$ cat config.mk
export PLATFORM = sky130hd
export DESIGN_NAME = control_sequencer_flat
export DESIGN_NICKNAME = d
export VERILOG_FILES = /design/src/rtl/control_sequencer_if.sv /design/src/rtl/control_sequencer.sv /design/src/flat_wrapper.sv
export SDC_FILE = /design/constraint.sdc
export NUM_CORES = 1
export LEC_CHECK = 0
export BUFFER_PORTS_ARGS = -buffer_cell sky130_fd_sc_hd__buf_2
export CORE_UTILIZATION = 51
export DETAILED_ROUTE_END_ITERATION = 6
export PLACE_DENSITY = 0.79
export REMOVE_ABC_BUFFERS = 1
export SLEW_MARGIN = 40
export SYNTH_ARGS = -nofsm -noshare
export SYNTH_HDL_FRONTEND = slang
export SYNTH_SLANG_ARGS = --single-unit
$ cat constraint.sdc
create_clock -name clk -period 2.6 [get_ports clk]
set_clock_uncertainty 0.2 [all_clocks]
set_input_delay 0.39 -clock clk [delete_from_list [all_inputs] [get_ports clk]]
set_output_delay 0.39 -clock clk [all_outputs]
set_load 0.1 [all_outputs]
$ cat src/rtl/control_sequencer_if.sv
// Control bundle between the hardwired sequencer and the single-bus datapath.
// master = sequencer side (drives strobes), slave = datapath side (drives IR/CON/stop).
interface control_sequencer_if;
    logic [31:0] ir;
    logic        con_ff;
    logic        stop;
    logic        PCout, Z_hi_reg_out, Z_lo_reg_out, MDR_reg_out, HI_reg_out;
    logic        LO_reg_out, InPort_out, Cout, BAout, Rout;
    logic        MARin, MDR_reg_in, PCin, IR_reg_in, Y_reg_in, Zin;
    logic        HI_reg_in, LO_reg_in, Rin, CON_enable, Output_in;
    logic        Gra, Grb, Grc;
    logic        IncPC, Read, Write;
    logic [4:0]  opcode;
    logic        run;

    modport master (
        input  ir, con_ff, stop,
        output PCout, Z_hi_reg_out, Z_lo_reg_out, MDR_reg_out, HI_reg_out,
               LO_reg_out, InPort_out, Cout, BAout, Rout,
               MARin, MDR_reg_in, PCin, IR_reg_in, Y_reg_in, Zin,
               HI_reg_in, LO_reg_in, Rin, CON_enable, Output_in,
               Gra, Grb, Grc, IncPC, Read, Write, opcode, run
    );

    modport slave (
        output ir, con_ff, stop,
        input  PCout, Z_hi_reg_out, Z_lo_reg_out, MDR_reg_out, HI_reg_out,
               LO_reg_out, InPort_out, Cout, BAout, Rout,
               MARin, MDR_reg_in, PCin, IR_reg_in, Y_reg_in, Zin,
               HI_reg_in, LO_reg_in, Rin, CON_enable, Output_in,
               Gra, Grb, Grc, IncPC, Read, Write, opcode, run
    );
endinterface

$ cat src/rtl/control_sequencer.sv
// Hardwired Moore control unit for the single-bus CPU: fetch T0-T2, decode, execute T3-T7.
// Strobes are registered from a decode of the current step, so they appear one clock after the step is entered.
module control_sequencer #(
    parameter int MEM_WAIT = 0
) (
    input  logic                clk,
    input  logic                clr,
    control_sequencer_if.master bus
);
    typedef enum logic [3:0] {
        S_T0, S_T1, S_T2, S_T3, S_T4, S_T5, S_T6, S_T7, S_HALT
    } state_t;

    typedef struct packed {
        logic PCout, Z_hi_reg_out, Z_lo_reg_out, MDR_reg_out, HI_reg_out;
        logic LO_reg_out, InPort_out, Cout, BAout, Rout;
        logic MARin, MDR_reg_in, PCin, IR_reg_in, Y_reg_in, Zin;
        logic HI_reg_in, LO_reg_in, Rin, CON_enable, Output_in;
        logic Gra, Grb, Grc, IncPC, Read, Write;
        logic [4:0] opcode;
        logic run;
    } ctl_t;

    localparam logic [4:0] OP_LD   = 5'd0,  OP_LDI  = 5'd1,  OP_ST   = 5'd2,  OP_ADD  = 5'd3;
    localparam logic [4:0] OP_AND  = 5'd10, OP_OR   = 5'd11, OP_ADDI = 5'd12, OP_ANDI = 5'd13;
    localparam logic [4:0] OP_ORI  = 5'd14, OP_MUL  = 5'd15, OP_DIV  = 5'd16, OP_NEG  = 5'd17;
    localparam logic [4:0] OP_NOT  = 5'd18, OP_BR   = 5'd19, OP_JR   = 5'd20, OP_IN   = 5'd22;
    localparam logic [4:0] OP_OUT  = 5'd23, OP_MFHI = 5'd24, OP_MFLO = 5'd25, OP_HALT = 5'd27;
    localparam logic [1:0] MW = 2'(MEM_WAIT);

    state_t     state_q, state_d, last_st;
    logic [1:0] wait_q, wait_d;
    logic [4:0] op_q, op_d;
    ctl_t       ctl_q, ctl_d;
    logic       is_alu, is_imm;

    function automatic logic [4:0] imm_alu_op(input logic [4:0] op);
        case (op)
            OP_ADDI: imm_alu_op = OP_ADD;
            OP_ANDI: imm_alu_op = OP_AND;
            default: imm_alu_op = OP_OR;
        endcase
    endfunction

    assign is_alu = (op_q >= OP_ADD) && (op_q <= OP_OR);
    assign is_imm = (op_q >= OP_ADDI) && (op_q <= OP_ORI);

    always_comb begin
        last_st = S_T3;
        if (is_alu || is_imm || op_q == OP_LDI)                              last_st = S_T5;
        else if (op_q == OP_MUL || op_q == OP_DIV || op_q == OP_BR)          last_st = S_T6;
        else if (op_q == OP_NEG || op_q == OP_NOT)                           last_st = S_T4;
        else if (op_q == OP_LD || op_q == OP_ST)                             last_st = S_T7;
    end

    // Memory-read steps (fetch T1, ld T6) are held for MEM_WAIT extra clocks.
    always_comb begin
        state_d = state_q;
        wait_d  = wait_q;
        op_d    = op_q;
        case (state_q)
            S_T0: state_d = S_T1;
            S_T1: begin
                if (wait_q != MW) begin
                    wait_d = wait_q + 2'd1;
                end else begin
                    wait_d  = '0;
                    state_d = S_T2;
                end
            end
            S_T2: begin
                op_d    = bus.ir[31:27];
                state_d = S_T3;
            end
            S_HALT: state_d = S_HALT;
            default: begin
                if (state_q == S_T6 && op_q == OP_LD && wait_q != MW) begin
                    wait_d = wait_q + 2'd1;
                end else begin
                    wait_d = '0;
                    if (state_q == last_st)
                        state_d = (op_q == OP_HALT || bus.stop) ? S_HALT : S_T0;
                    else
                        state_d = state_t'(state_q + 4'd1);
                end
            end
        endcase
    end

    always_comb begin
        ctl_d        = '0;
        ctl_d.opcode = OP_ADD;
        ctl_d.run    = 1'b1;
        case (state_q)
            S_T0: begin ctl_d.PCout = 1'b1; ctl_d.MARin = 1'b1; ctl_d.IncPC = 1'b1; ctl_d.Zin = 1'b1; end
            S_T1: begin ctl_d.Z_lo_reg_out = 1'b1; ctl_d.PCin = 1'b1; ctl_d.Read = 1'b1; ctl_d.MDR_reg_in = 1'b1; end
            S_T2: begin ctl_d.MDR_reg_out = 1'b1; ctl_d.IR_reg_in = 1'b1; end
            S_HALT: ctl_d.run = 1'b0;
            default: begin
                if (is_alu || is_imm) begin
                    case (state_q)
                        S_T3: begin ctl_d.Grb = 1'b1; ctl_d.Rout = 1'b1; ctl_d.Y_reg_in = 1'b1; end
                        S_T4: begin
                            ctl_d.Zin = 1'b1;
                            if (is_imm) begin
                                ctl_d.Cout   = 1'b1;
                                ctl_d.opcode = imm_alu_op(op_q);
                            end else begin
                                ctl_d.Grc    = 1'b1;
                                ctl_d.Rout   = 1'b1;
                                ctl_d.opcode = op_q;
                            end
                        end
                        S_T5: begin ctl_d.Z_lo_reg_out = 1'b1; ctl_d.Gra = 1'b1; ctl_d.Rin = 1'b1; end
                        default: ;
                    endcase
                end else begin
                    case (op_q)
                        OP_MUL, OP_DIV: begin
                            case (state_q)
                                S_T3: begin ctl_d.Gra = 1'b1; ctl_d.Rout = 1'b1; ctl_d.Y_reg_in = 1'b1; end
                                S_T4: begin ctl_d.Grb = 1'b1; ctl_d.Rout = 1'b1; ctl_d.Zin = 1'b1; ctl_d.opcode = op_q; end
                                S_T5: begin ctl_d.Z_lo_reg_out = 1'b1; ctl_d.LO_reg_in = 1'b1; end
                                S_T6: begin ctl_d.Z_hi_reg_out = 1'b1; ctl_d.HI_reg_in = 1'b1; end
                                default: ;
                            endcase
                        end
                        OP_NEG, OP_NOT: begin
                            if (state_q == S_T3) begin
                                ctl_d.Grb = 1'b1; ctl_d.Rout = 1'b1; ctl_d.Zin = 1'b1; ctl_d.opcode = op_q;
                            end else begin
                                ctl_d.Z_lo_reg_out = 1'b1; ctl_d.Gra = 1'b1; ctl_d.Rin = 1'b1;
                            end
                        end
                        OP_LD, OP_LDI, OP_ST: begin
                            case (state_q)
                                S_T3: begin ctl_d.Grb = 1'b1; ctl_d.BAout = 1'b1; ctl_d.Y_reg_in = 1'b1; end
                                S_T4: begin ctl_d.Cout = 1'b1; ctl_d.Zin = 1'b1; end
                                S_T5: begin
                                    ctl_d.Z_lo_reg_out = 1'b1;
                                    if (op_q == OP_LDI) begin ctl_d.Gra = 1'b1; ctl_d.Rin = 1'b1; end
                                    else                 ctl_d.MARin = 1'b1;
                                end
                                S_T6: begin
                                    ctl_d.MDR_reg_in = 1'b1;
                                    if (op_q == OP_LD) ctl_d.Read = 1'b1;
                                    else begin ctl_d.Gra = 1'b1; ctl_d.Rout = 1'b1; end
                                end
                                S_T7: begin
                                    if (op_q == OP_LD) begin ctl_d.MDR_reg_out = 1'b1; ctl_d.Gra = 1'b1; ctl_d.Rin = 1'b1; end
                                    else               ctl_d.Write = 1'b1;
                                end
                                default: ;
                            endcase
                        end
                        OP_BR: begin
                            case (state_q)
                                S_T3: begin ctl_d.Gra = 1'b1; ctl_d.Rout = 1'b1; ctl_d.CON_enable = 1'b1; end
                                S_T4: begin ctl_d.PCout = 1'b1; ctl_d.Y_reg_in = 1'b1; end
                                S_T5: begin ctl_d.Cout = 1'b1; ctl_d.Zin = 1'b1; end
                                S_T6: begin ctl_d.Z_lo_reg_out = 1'b1; ctl_d.PCin = bus.con_ff; end
                                default: ;
                            endcase
                        end
                        OP_JR:   begin ctl_d.Gra = 1'b1; ctl_d.Rout = 1'b1; ctl_d.PCin = 1'b1; end
                        OP_IN:   begin ctl_d.InPort_out = 1'b1; ctl_d.Gra = 1'b1; ctl_d.Rin = 1'b1; end
                        OP_OUT:  begin ctl_d.Gra = 1'b1; ctl_d.Rout = 1'b1; ctl_d.Output_in = 1'b1; end
                        OP_MFHI: begin ctl_d.HI_reg_out = 1'b1; ctl_d.Gra = 1'b1; ctl_d.Rin = 1'b1; end
                        OP_MFLO: begin ctl_d.LO_reg_out = 1'b1; ctl_d.Gra = 1'b1; ctl_d.Rin = 1'b1; end
                        default: ;
                    endcase
                end
            end
        endcase
    end

    always_ff @(posedge clk) begin
        if (clr) begin
            state_q      <= S_T0;
            wait_q       <= '0;
            op_q         <= '0;
            ctl_q        <= '0;
            ctl_q.opcode <= OP_ADD;
            ctl_q.run    <= 1'b1;
        end else begin
            state_q <= state_d;
            wait_q  <= wait_d;
            op_q    <= op_d;
            ctl_q   <= ctl_d;
        end
    end

    assign bus.PCout        = ctl_q.PCout;
    assign bus.Z_hi_reg_out = ctl_q.Z_hi_reg_out;
    assign bus.Z_lo_reg_out = ctl_q.Z_lo_reg_out;
    assign bus.MDR_reg_out  = ctl_q.MDR_reg_out;
    assign bus.HI_reg_out   = ctl_q.HI_reg_out;
    assign bus.LO_reg_out   = ctl_q.LO_reg_out;
    assign bus.InPort_out   = ctl_q.InPort_out;
    assign bus.Cout         = ctl_q.Cout;
    assign bus.BAout        = ctl_q.BAout;
    assign bus.Rout         = ctl_q.Rout;
    assign bus.MARin        = ctl_q.MARin;
    assign bus.MDR_reg_in   = ctl_q.MDR_reg_in;
    assign bus.PCin         = ctl_q.PCin;
    assign bus.IR_reg_in    = ctl_q.IR_reg_in;
    assign bus.Y_reg_in     = ctl_q.Y_reg_in;
    assign bus.Zin          = ctl_q.Zin;
    assign bus.HI_reg_in    = ctl_q.HI_reg_in;
    assign bus.LO_reg_in    = ctl_q.LO_reg_in;
    assign bus.Rin          = ctl_q.Rin;
    assign bus.CON_enable   = ctl_q.CON_enable;
    assign bus.Output_in    = ctl_q.Output_in;
    assign bus.Gra          = ctl_q.Gra;
    assign bus.Grb          = ctl_q.Grb;
    assign bus.Grc          = ctl_q.Grc;
    assign bus.IncPC        = ctl_q.IncPC;
    assign bus.Read         = ctl_q.Read;
    assign bus.Write        = ctl_q.Write;
    assign bus.opcode       = ctl_q.opcode;
    assign bus.run          = ctl_q.run;
endmodule

$ cat src/flat_wrapper.sv
// flat-port wrapper written by rule: the top's interface ports become plain ports
module control_sequencer_flat 
#(
    parameter int MEM_WAIT = 0
)
  (clk, clr, bus_ir, bus_con_ff, bus_stop, bus_PCout, bus_Z_hi_reg_out, bus_Z_lo_reg_out, bus_MDR_reg_out, bus_HI_reg_out, bus_LO_reg_out, bus_InPort_out, bus_Cout, bus_BAout, bus_Rout, bus_MARin, bus_MDR_reg_in, bus_PCin, bus_IR_reg_in, bus_Y_reg_in, bus_Zin, bus_HI_reg_in, bus_LO_reg_in, bus_Rin, bus_CON_enable, bus_Output_in, bus_Gra, bus_Grb, bus_Grc, bus_IncPC, bus_Read, bus_Write, bus_opcode, bus_run);
  control_sequencer_if bus_i ();
  input  logic clk;
  input  logic clr;
  input wire logic [$bits(bus_i.ir)-1:0] bus_ir;
  input wire logic [$bits(bus_i.con_ff)-1:0] bus_con_ff;
  input wire logic [$bits(bus_i.stop)-1:0] bus_stop;
  output wire logic [$bits(bus_i.PCout)-1:0] bus_PCout;
  output wire logic [$bits(bus_i.Z_hi_reg_out)-1:0] bus_Z_hi_reg_out;
  output wire logic [$bits(bus_i.Z_lo_reg_out)-1:0] bus_Z_lo_reg_out;
  output wire logic [$bits(bus_i.MDR_reg_out)-1:0] bus_MDR_reg_out;
  output wire logic [$bits(bus_i.HI_reg_out)-1:0] bus_HI_reg_out;
  output wire logic [$bits(bus_i.LO_reg_out)-1:0] bus_LO_reg_out;
  output wire logic [$bits(bus_i.InPort_out)-1:0] bus_InPort_out;
  output wire logic [$bits(bus_i.Cout)-1:0] bus_Cout;
  output wire logic [$bits(bus_i.BAout)-1:0] bus_BAout;
  output wire logic [$bits(bus_i.Rout)-1:0] bus_Rout;
  output wire logic [$bits(bus_i.MARin)-1:0] bus_MARin;
  output wire logic [$bits(bus_i.MDR_reg_in)-1:0] bus_MDR_reg_in;
  output wire logic [$bits(bus_i.PCin)-1:0] bus_PCin;
  output wire logic [$bits(bus_i.IR_reg_in)-1:0] bus_IR_reg_in;
  output wire logic [$bits(bus_i.Y_reg_in)-1:0] bus_Y_reg_in;
  output wire logic [$bits(bus_i.Zin)-1:0] bus_Zin;
  output wire logic [$bits(bus_i.HI_reg_in)-1:0] bus_HI_reg_in;
  output wire logic [$bits(bus_i.LO_reg_in)-1:0] bus_LO_reg_in;
  output wire logic [$bits(bus_i.Rin)-1:0] bus_Rin;
  output wire logic [$bits(bus_i.CON_enable)-1:0] bus_CON_enable;
  output wire logic [$bits(bus_i.Output_in)-1:0] bus_Output_in;
  output wire logic [$bits(bus_i.Gra)-1:0] bus_Gra;
  output wire logic [$bits(bus_i.Grb)-1:0] bus_Grb;
  output wire logic [$bits(bus_i.Grc)-1:0] bus_Grc;
  output wire logic [$bits(bus_i.IncPC)-1:0] bus_IncPC;
  output wire logic [$bits(bus_i.Read)-1:0] bus_Read;
  output wire logic [$bits(bus_i.Write)-1:0] bus_Write;
  output wire logic [$bits(bus_i.opcode)-1:0] bus_opcode;
  output wire logic [$bits(bus_i.run)-1:0] bus_run;
  assign bus_i.ir = bus_ir;
  assign bus_i.con_ff = bus_con_ff;
  assign bus_i.stop = bus_stop;
  assign bus_PCout = bus_i.PCout;
  assign bus_Z_hi_reg_out = bus_i.Z_hi_reg_out;
  assign bus_Z_lo_reg_out = bus_i.Z_lo_reg_out;
  assign bus_MDR_reg_out = bus_i.MDR_reg_out;
  assign bus_HI_reg_out = bus_i.HI_reg_out;
  assign bus_LO_reg_out = bus_i.LO_reg_out;
  assign bus_InPort_out = bus_i.InPort_out;
  assign bus_Cout = bus_i.Cout;
  assign bus_BAout = bus_i.BAout;
  assign bus_Rout = bus_i.Rout;
  assign bus_MARin = bus_i.MARin;
  assign bus_MDR_reg_in = bus_i.MDR_reg_in;
  assign bus_PCin = bus_i.PCin;
  assign bus_IR_reg_in = bus_i.IR_reg_in;
  assign bus_Y_reg_in = bus_i.Y_reg_in;
  assign bus_Zin = bus_i.Zin;
  assign bus_HI_reg_in = bus_i.HI_reg_in;
  assign bus_LO_reg_in = bus_i.LO_reg_in;
  assign bus_Rin = bus_i.Rin;
  assign bus_CON_enable = bus_i.CON_enable;
  assign bus_Output_in = bus_i.Output_in;
  assign bus_Gra = bus_i.Gra;
  assign bus_Grb = bus_i.Grb;
  assign bus_Grc = bus_i.Grc;
  assign bus_IncPC = bus_i.IncPC;
  assign bus_Read = bus_i.Read;
  assign bus_Write = bus_i.Write;
  assign bus_opcode = bus_i.opcode;
  assign bus_run = bus_i.run;
  control_sequencer #(.MEM_WAIT(MEM_WAIT)) u_core (.clk(clk), .clr(clr), .bus(bus_i));
endmodule
After elaboration in Yosys (flattened, before gate mapping)
Index checks and enable logic that the tools add are counted.
{"block": "classes", "add_sub_neg": 2, "n_lt_le_gt_ge": 4, "n_eq_ne": 26, "mux": 79, "bitwise_logic": 6, "reduce_logical": 36}
{"op": "equality test 5 bit (second input constant)", "count": 10}
{"op": "2-to-1 mux 1 bit", "count": 33}
{"op": "2-to-1 mux 4 bit", "count": 8}
{"op": "OR reduction 7 bit", "count": 4}
{"op": "2-to-1 mux 5 bit", "count": 5}
{"op": "case mux 1 bit (2 select lines)", "count": 12}
{"op": "OR reduction 3 bit", "count": 7}
{"op": "OR reduction 5 bit", "count": 4}
{"op": "equality test 4 x 3 -> 1 bit (second input constant)", "count": 4}
{"op": "2-to-1 mux 2 bit", "count": 8}
{"op": "case mux 4 bit (4 select lines)", "count": 1}
{"op": "equality test 5 x 4 -> 1 bit (second input constant)", "count": 3}
{"op": "case mux 1 bit (3 select lines)", "count": 4}
{"op": "<= comparator 5 x 4 -> 1 bit (second input constant)", "count": 2}
{"op": "case mux 5 bit (2 select lines)", "count": 1}
{"op": "equality test 4 x 2 -> 1 bit (second input constant)", "count": 2}
{"op": "case mux 1 bit (4 select lines)", "count": 2}
{"op": "case mux 2 bit (2 select lines)", "count": 2}
{"op": "case mux 4 bit (2 select lines)", "count": 1}
{"op": "OR reduction 2 bit", "count": 4}
{"op": "OR reduction 8 bit", "count": 1}
{"op": "logical OR 1 bit", "count": 7}
{"op": "2-to-1 mux 3 bit", "count": 2}
{"op": "inverter 1 bit", "count": 6}
{"op": "other kinds (17)", "count": 20}
{"block": "word_totals", "reg_bits": 43, "in_bits": 36, "out_inout_bits": 33, "word_cells": 184}

Logic depth before layout (Yosys ltp)
{"block": "logic_depth", "ltp_word": 10, "mapped_depth": 9, "mapped_depth_nobuf": 7}

Least setup slack after synthesis
No wires, ideal clock.
{"block": "synth_timing", "path_kind": "register -> register", "from": "register u_core.state_q[0]", "to": "register u_core.bus.opcode[1] (netlist name)", "setup_time_ns": 0.116, "arrival_ns": 2.000, "required_ns": 2.284, "path_slack_ns": 0.284, "stages_incl_launch_ff": 8, "path_buffers": 1, "synth_period_minus_slack_ns": 2.316, "cell_sequence": "dfxtp_1 ha_1 or3b_1 buf_2 maj3_1 o21ai_0 o211ai_1 a41o_1"}
{"block": "synth_between", "elab_chain_len": 4, "word_cells_on_any_way": 12, "cone_classes": "5 x eq/ne; 5 x mux; 2 x reduce/logical"}
{"item": "from (decl)", "line": "control_sequencer.sv:31", "text": "state_t state_q, state_d, last_st;"}
{"item": "from (signal assigned)", "line": "control_sequencer.sv:186", "text": "state_q <= state_d;"}
{"item": "equality test 4 x 2 -> 1 bit / equality test 4 x 3 -> 1 bit (equally long branches)", "line": "control_sequencer.sv:129, control_sequencer.sv:101, control_sequencer.sv:120"}
{"item": "2-to-1 mux 5 bit, on equally long branches", "line": "control_sequencer.sv:129, control_sequencer.sv:120"}
{"item": "case mux 5 bit (2 select lines)", "line": "control_sequencer.sv:118", "text": "case (op_q)"}
{"item": "2-to-1 mux 5 bit", "line": "control_sequencer.sv:100", "text": "if (is_alu || is_imm) begin"}
Several ways; a longest one is shown, not always the timed one.
A chain may end at the register's enable or synchronous reset.

Worst setup path after layout
{"block": "layout_timing", "from": "register u_core.state_q[0]", "to": "register u_core.bus.opcode[1] (netlist name)"}
{"block": "layout_between", "elab_chain_len": 4, "word_cells_on_any_way": 12, "cone_classes": "5 x eq/ne; 5 x mux; 2 x reduce/logical"}
{"item": "equality test 4 x 2 -> 1 bit / equality test 4 x 3 -> 1 bit (equally long branches)", "line": "control_sequencer.sv:129, control_sequencer.sv:101, control_sequencer.sv:120"}
{"item": "2-to-1 mux 5 bit, on equally long branches", "line": "control_sequencer.sv:129, control_sequencer.sv:120"}
{"item": "case mux 5 bit (2 select lines)", "line": "control_sequencer.sv:118"}
{"item": "2-to-1 mux 5 bit", "line": "control_sequencer.sv:100"}
Several ways; a longest one is shown, not always the timed one.

==> results.tsv <==
metric	value	unit
Clock transition at path regs	0.08	ns
Skew-Pair Late Insertion Delay	0.30	ns
slowest CP cell	dfxtp_1	
hold_buf cts	0	
# rows	23	
mapped cell area	2220	µm²
cts bufs inserted	5	
vias in the first global route	2071	
Max Root-Sink Buffers	2	
flop2flop setup slack	0.21	ns
GP Congestion	0.994	
root buf cell	clkbuf_8	
ys async rst share	0	%
Worst Max-Slew Pin Slew	0.502	ns
Final Hold Fails	0	
H-tree Lvls	2	
CP Class	register to register	
Avg WL per Cell	15.6	µm
FILL cells	369	
Die Y	68.0	µm
IO Port Bufs	41	
drt first-iter violations	279	
fmax	418	MHz
Critical Path End Type	register	
Worst Hold Depth	3	
die footprint	4630	µm²
worst relative slew slack	66.4	%
critical-path maximum fanout	10	
1st-pass router iterations	5	
GRT Total Usage	28.2	%
clk sinks	43	
status	completed	
Antenna Nets Post-Route	0	
GR Overflow Total	0	
Final period util	92.0	%
count of pins over their slew limit	0	
Avg Cell Area, Syn	7.95	µm²
worst r2r src	u_core.state_q[0]	
final WL	5900	µm
Worst R2R Path Depth	6	
worst hold path class	input port to register	
layout cells sized above 1	24.6	%
yosys warns	0	
initial antenna violation count	0	
Via density	6.05	
peak per-stage delay on the critical path	0.52	ns
largest net degree at the start of global routing	21	
number of flops mapped to enable cells by yosys	0	
count of different cell masters after synthesis	57	
crit-path cells	ha_1 -> or3b_1 -> maj3_1 -> o21ai_0 -> o211ai_1 -> a41o_1	
post-synthesis sequential area ratio	38.7	%
final-report setup violation count	0	
RSZ-0062 raised after global routing	no	
crit path time final	2.39	ns
crit start category	register	
routed via count	2292	
PD cells	1060	nW/µm²
cells after synthesis	280	
LEAKAGE	1.13	nW
setup TNS	0	ns
Starting Density	54.4	%
Max Cap Viol	0	
# resized after CTS	0	
Detail Placement HPWL	4230	µm
final-stage net count	370	
CP arrival	2.38	ns
ys flop type	dfxtp_1	
first-pass GRT wire length	9700	µm
Worst Hold Endpoint	u_core.op_q[4]	
Ports	69	
setup bufs post-CTS	0	
Placeable Area	4090	µm²
# diodes	0	
VDD IR max	0.624	mV
Synth Register Bits	43	
CTS tree	built	
synthesis-to-finish area growth	20.1	%
RR Endpoint	u_core.bus.opcode[1]	
Crit path required time	2.59	ns
Hold Path Origin	bus_ir[31]	
Pwr Total	2.82	mW
DRC	0	
Die Wd	68.0	µm
==> kinds of logic (layout without fill, tap and decap cells) <==
| group | count (synthesis) | in the layout | share of synthesized area (%) |
|---|---|---|---|
| simple gates | 110 | 110 | 24.1 |
| compound gates | 80 | 80 | 24.1 |
| flops | 43 | 43 | 38.7 |
| buf+inv | 35 | 84 | 7.14 |
| fa+ha+maj | 8 | 8 | 4.27 |
| xor+xnor | 2 | 2 | 0.788 |
| mux | 2 | 2 | 0.956 |
==> metal layers <==
metal | GRT usage (%) | wire, µm | vias to the layer above
met4 | 13.3 | 140 | 0
met2 | 43.9 | 2730 | 112
li1 | - | - | 1104
met5 | 0 | 0 | -
met3 | 6.83 | 535 | 20
met1 | 36.2 | 2490 | 1056
==> area by class of cell <==
| cell class | count | area, µm² | area share, % |
|---|---|---|---|
| multi-input cells | 202 | 1200 | 45.1 |
| flip-flops and latches | 43 | 861 | 32.2 |
| repair buffers | 66 | 393 | 14.7 |
| clock buffers | 5 | 68.8 | 2.58 |
| well taps | 50 | 62.6 | 2.34 |
| clock inverters | 3 | 43.8 | 1.64 |
| inverters | 10 | 37.5 | 1.41 |
==> metrics by stage <==
| step | worst slack, ns | hold slack [ns] | util (%) | area, µm² | std cells |
|---|---|---|---|---|---|
| after floorplan | 0.284 | 0.259 | - | 2100 | 255 |
| after global placement | 0.337 | 0.307 | 62.6 | 2560 | 371 |
| after detailed placement | 0.288 | 0.361 | 62.6 | 2560 | 371 |
| after CTS | 0.250 | 0.124 | 65.4 | 2670 | 379 |
| after global routing | 0.0714 | 0.121 | 65.4 | 2670 | 379 |
| final | 0.209 | 0.126 | 65.4 | 2670 | 379 |
==> placed cells by master (no fill, tap or decap), drive strengths merged, types with 3 or more instances in the layout <==
| master | n |
|---|---|
| a31oi | 3 |
| nor3 | 12 |
| a211oi | 3 |
| nor2 | 29 |
| o22ai | 6 |
| o211a | 4 |
| nand2 | 29 |
| buf | 66 |
| o32ai | 3 |
| dfxtp | 43 |
| inv | 10 |
| or2 | 3 |
| a21oi | 16 |
| clkbuf | 5 |
| nand4 | 4 |
| nor4 | 5 |
| o211ai | 3 |
| o21ai | 19 |
| ha | 6 |
| o31ai | 5 |
| and2 | 4 |
| nand3 | 10 |
==> synthesized netlist by cell type, drive strengths merged, types with 2 or more instances <==
cell	number	area, µm²
dfxtp	43	861
nand2	29	109
nor2	29	109
o21ai	19	95.1
a21oi	16	80.1
clkbuf	14	52.6
nor3	12	60.1
buf	11	68.8
inv	10	37.5
nand3	10	50.1
ha	6	75.1
o22ai	6	37.5
nor4	5	31.3
o31ai	5	37.5
and2	4	25.0
nand4	4	25.0
o211a	4	40.0
a211oi	3	22.5
a31oi	3	18.8
o211ai	3	22.5
o32ai	3	26.3
or2	3	18.8
a211o	2	17.5
a21o	2	15.0
a22oi	2	15.0
a41o	2	20.0
and3	2	12.5
maj3	2	20.0
nand3b	2	15.0
nor2b	2	12.5
or3	2	17.5
or3b	2	17.5
or4	2	18.8
==> critical path, delay by kind of cell (launching register included) <==
family / cells / cell delay [ns]
AO/OA/AOI/OAI: 3 / 0.59
adder cells (fa/ha/maj): 2 / 0.57
AND/OR/NAND/NOR: 1 / 0.39
flip-flops: 1 / 0.52
==> sequential cells by signal, summed over array words and instances (netlist names), 2 cells and up <==
signal / count
u_core.bus.opcode: 5
u_core.op_q: 5
u_core.state_q: 4
u_core.wait_q: 2
==> worst max-delay path by stage <==
stage                            startpoint                    to  slack [ns]  depth (start not counted)
after detailed placement  u_core.state_q[0]  u_core.bus.opcode[1]        0.29                          7
after CTS                 u_core.state_q[0]  u_core.bus.opcode[1]        0.25                          6
final                     u_core.state_q[0]  u_core.bus.opcode[1]        0.21                          6
after floorplan           u_core.state_q[0]  u_core.bus.opcode[0]        0.28                          6
after global placement    u_core.state_q[0]  u_core.bus.opcode[0]        0.34                          7
after global routing      u_core.state_q[0]      u_core.bus.MARin        0.07                          7
==> power by group <==
part | switching, mW | internal (mW)
clock network | 0.230 | 0.286
logic | 1.03 | 0.439
registers | 0.0900 | 0.753
No activity file was read; power rests on OpenSTA's default activity.
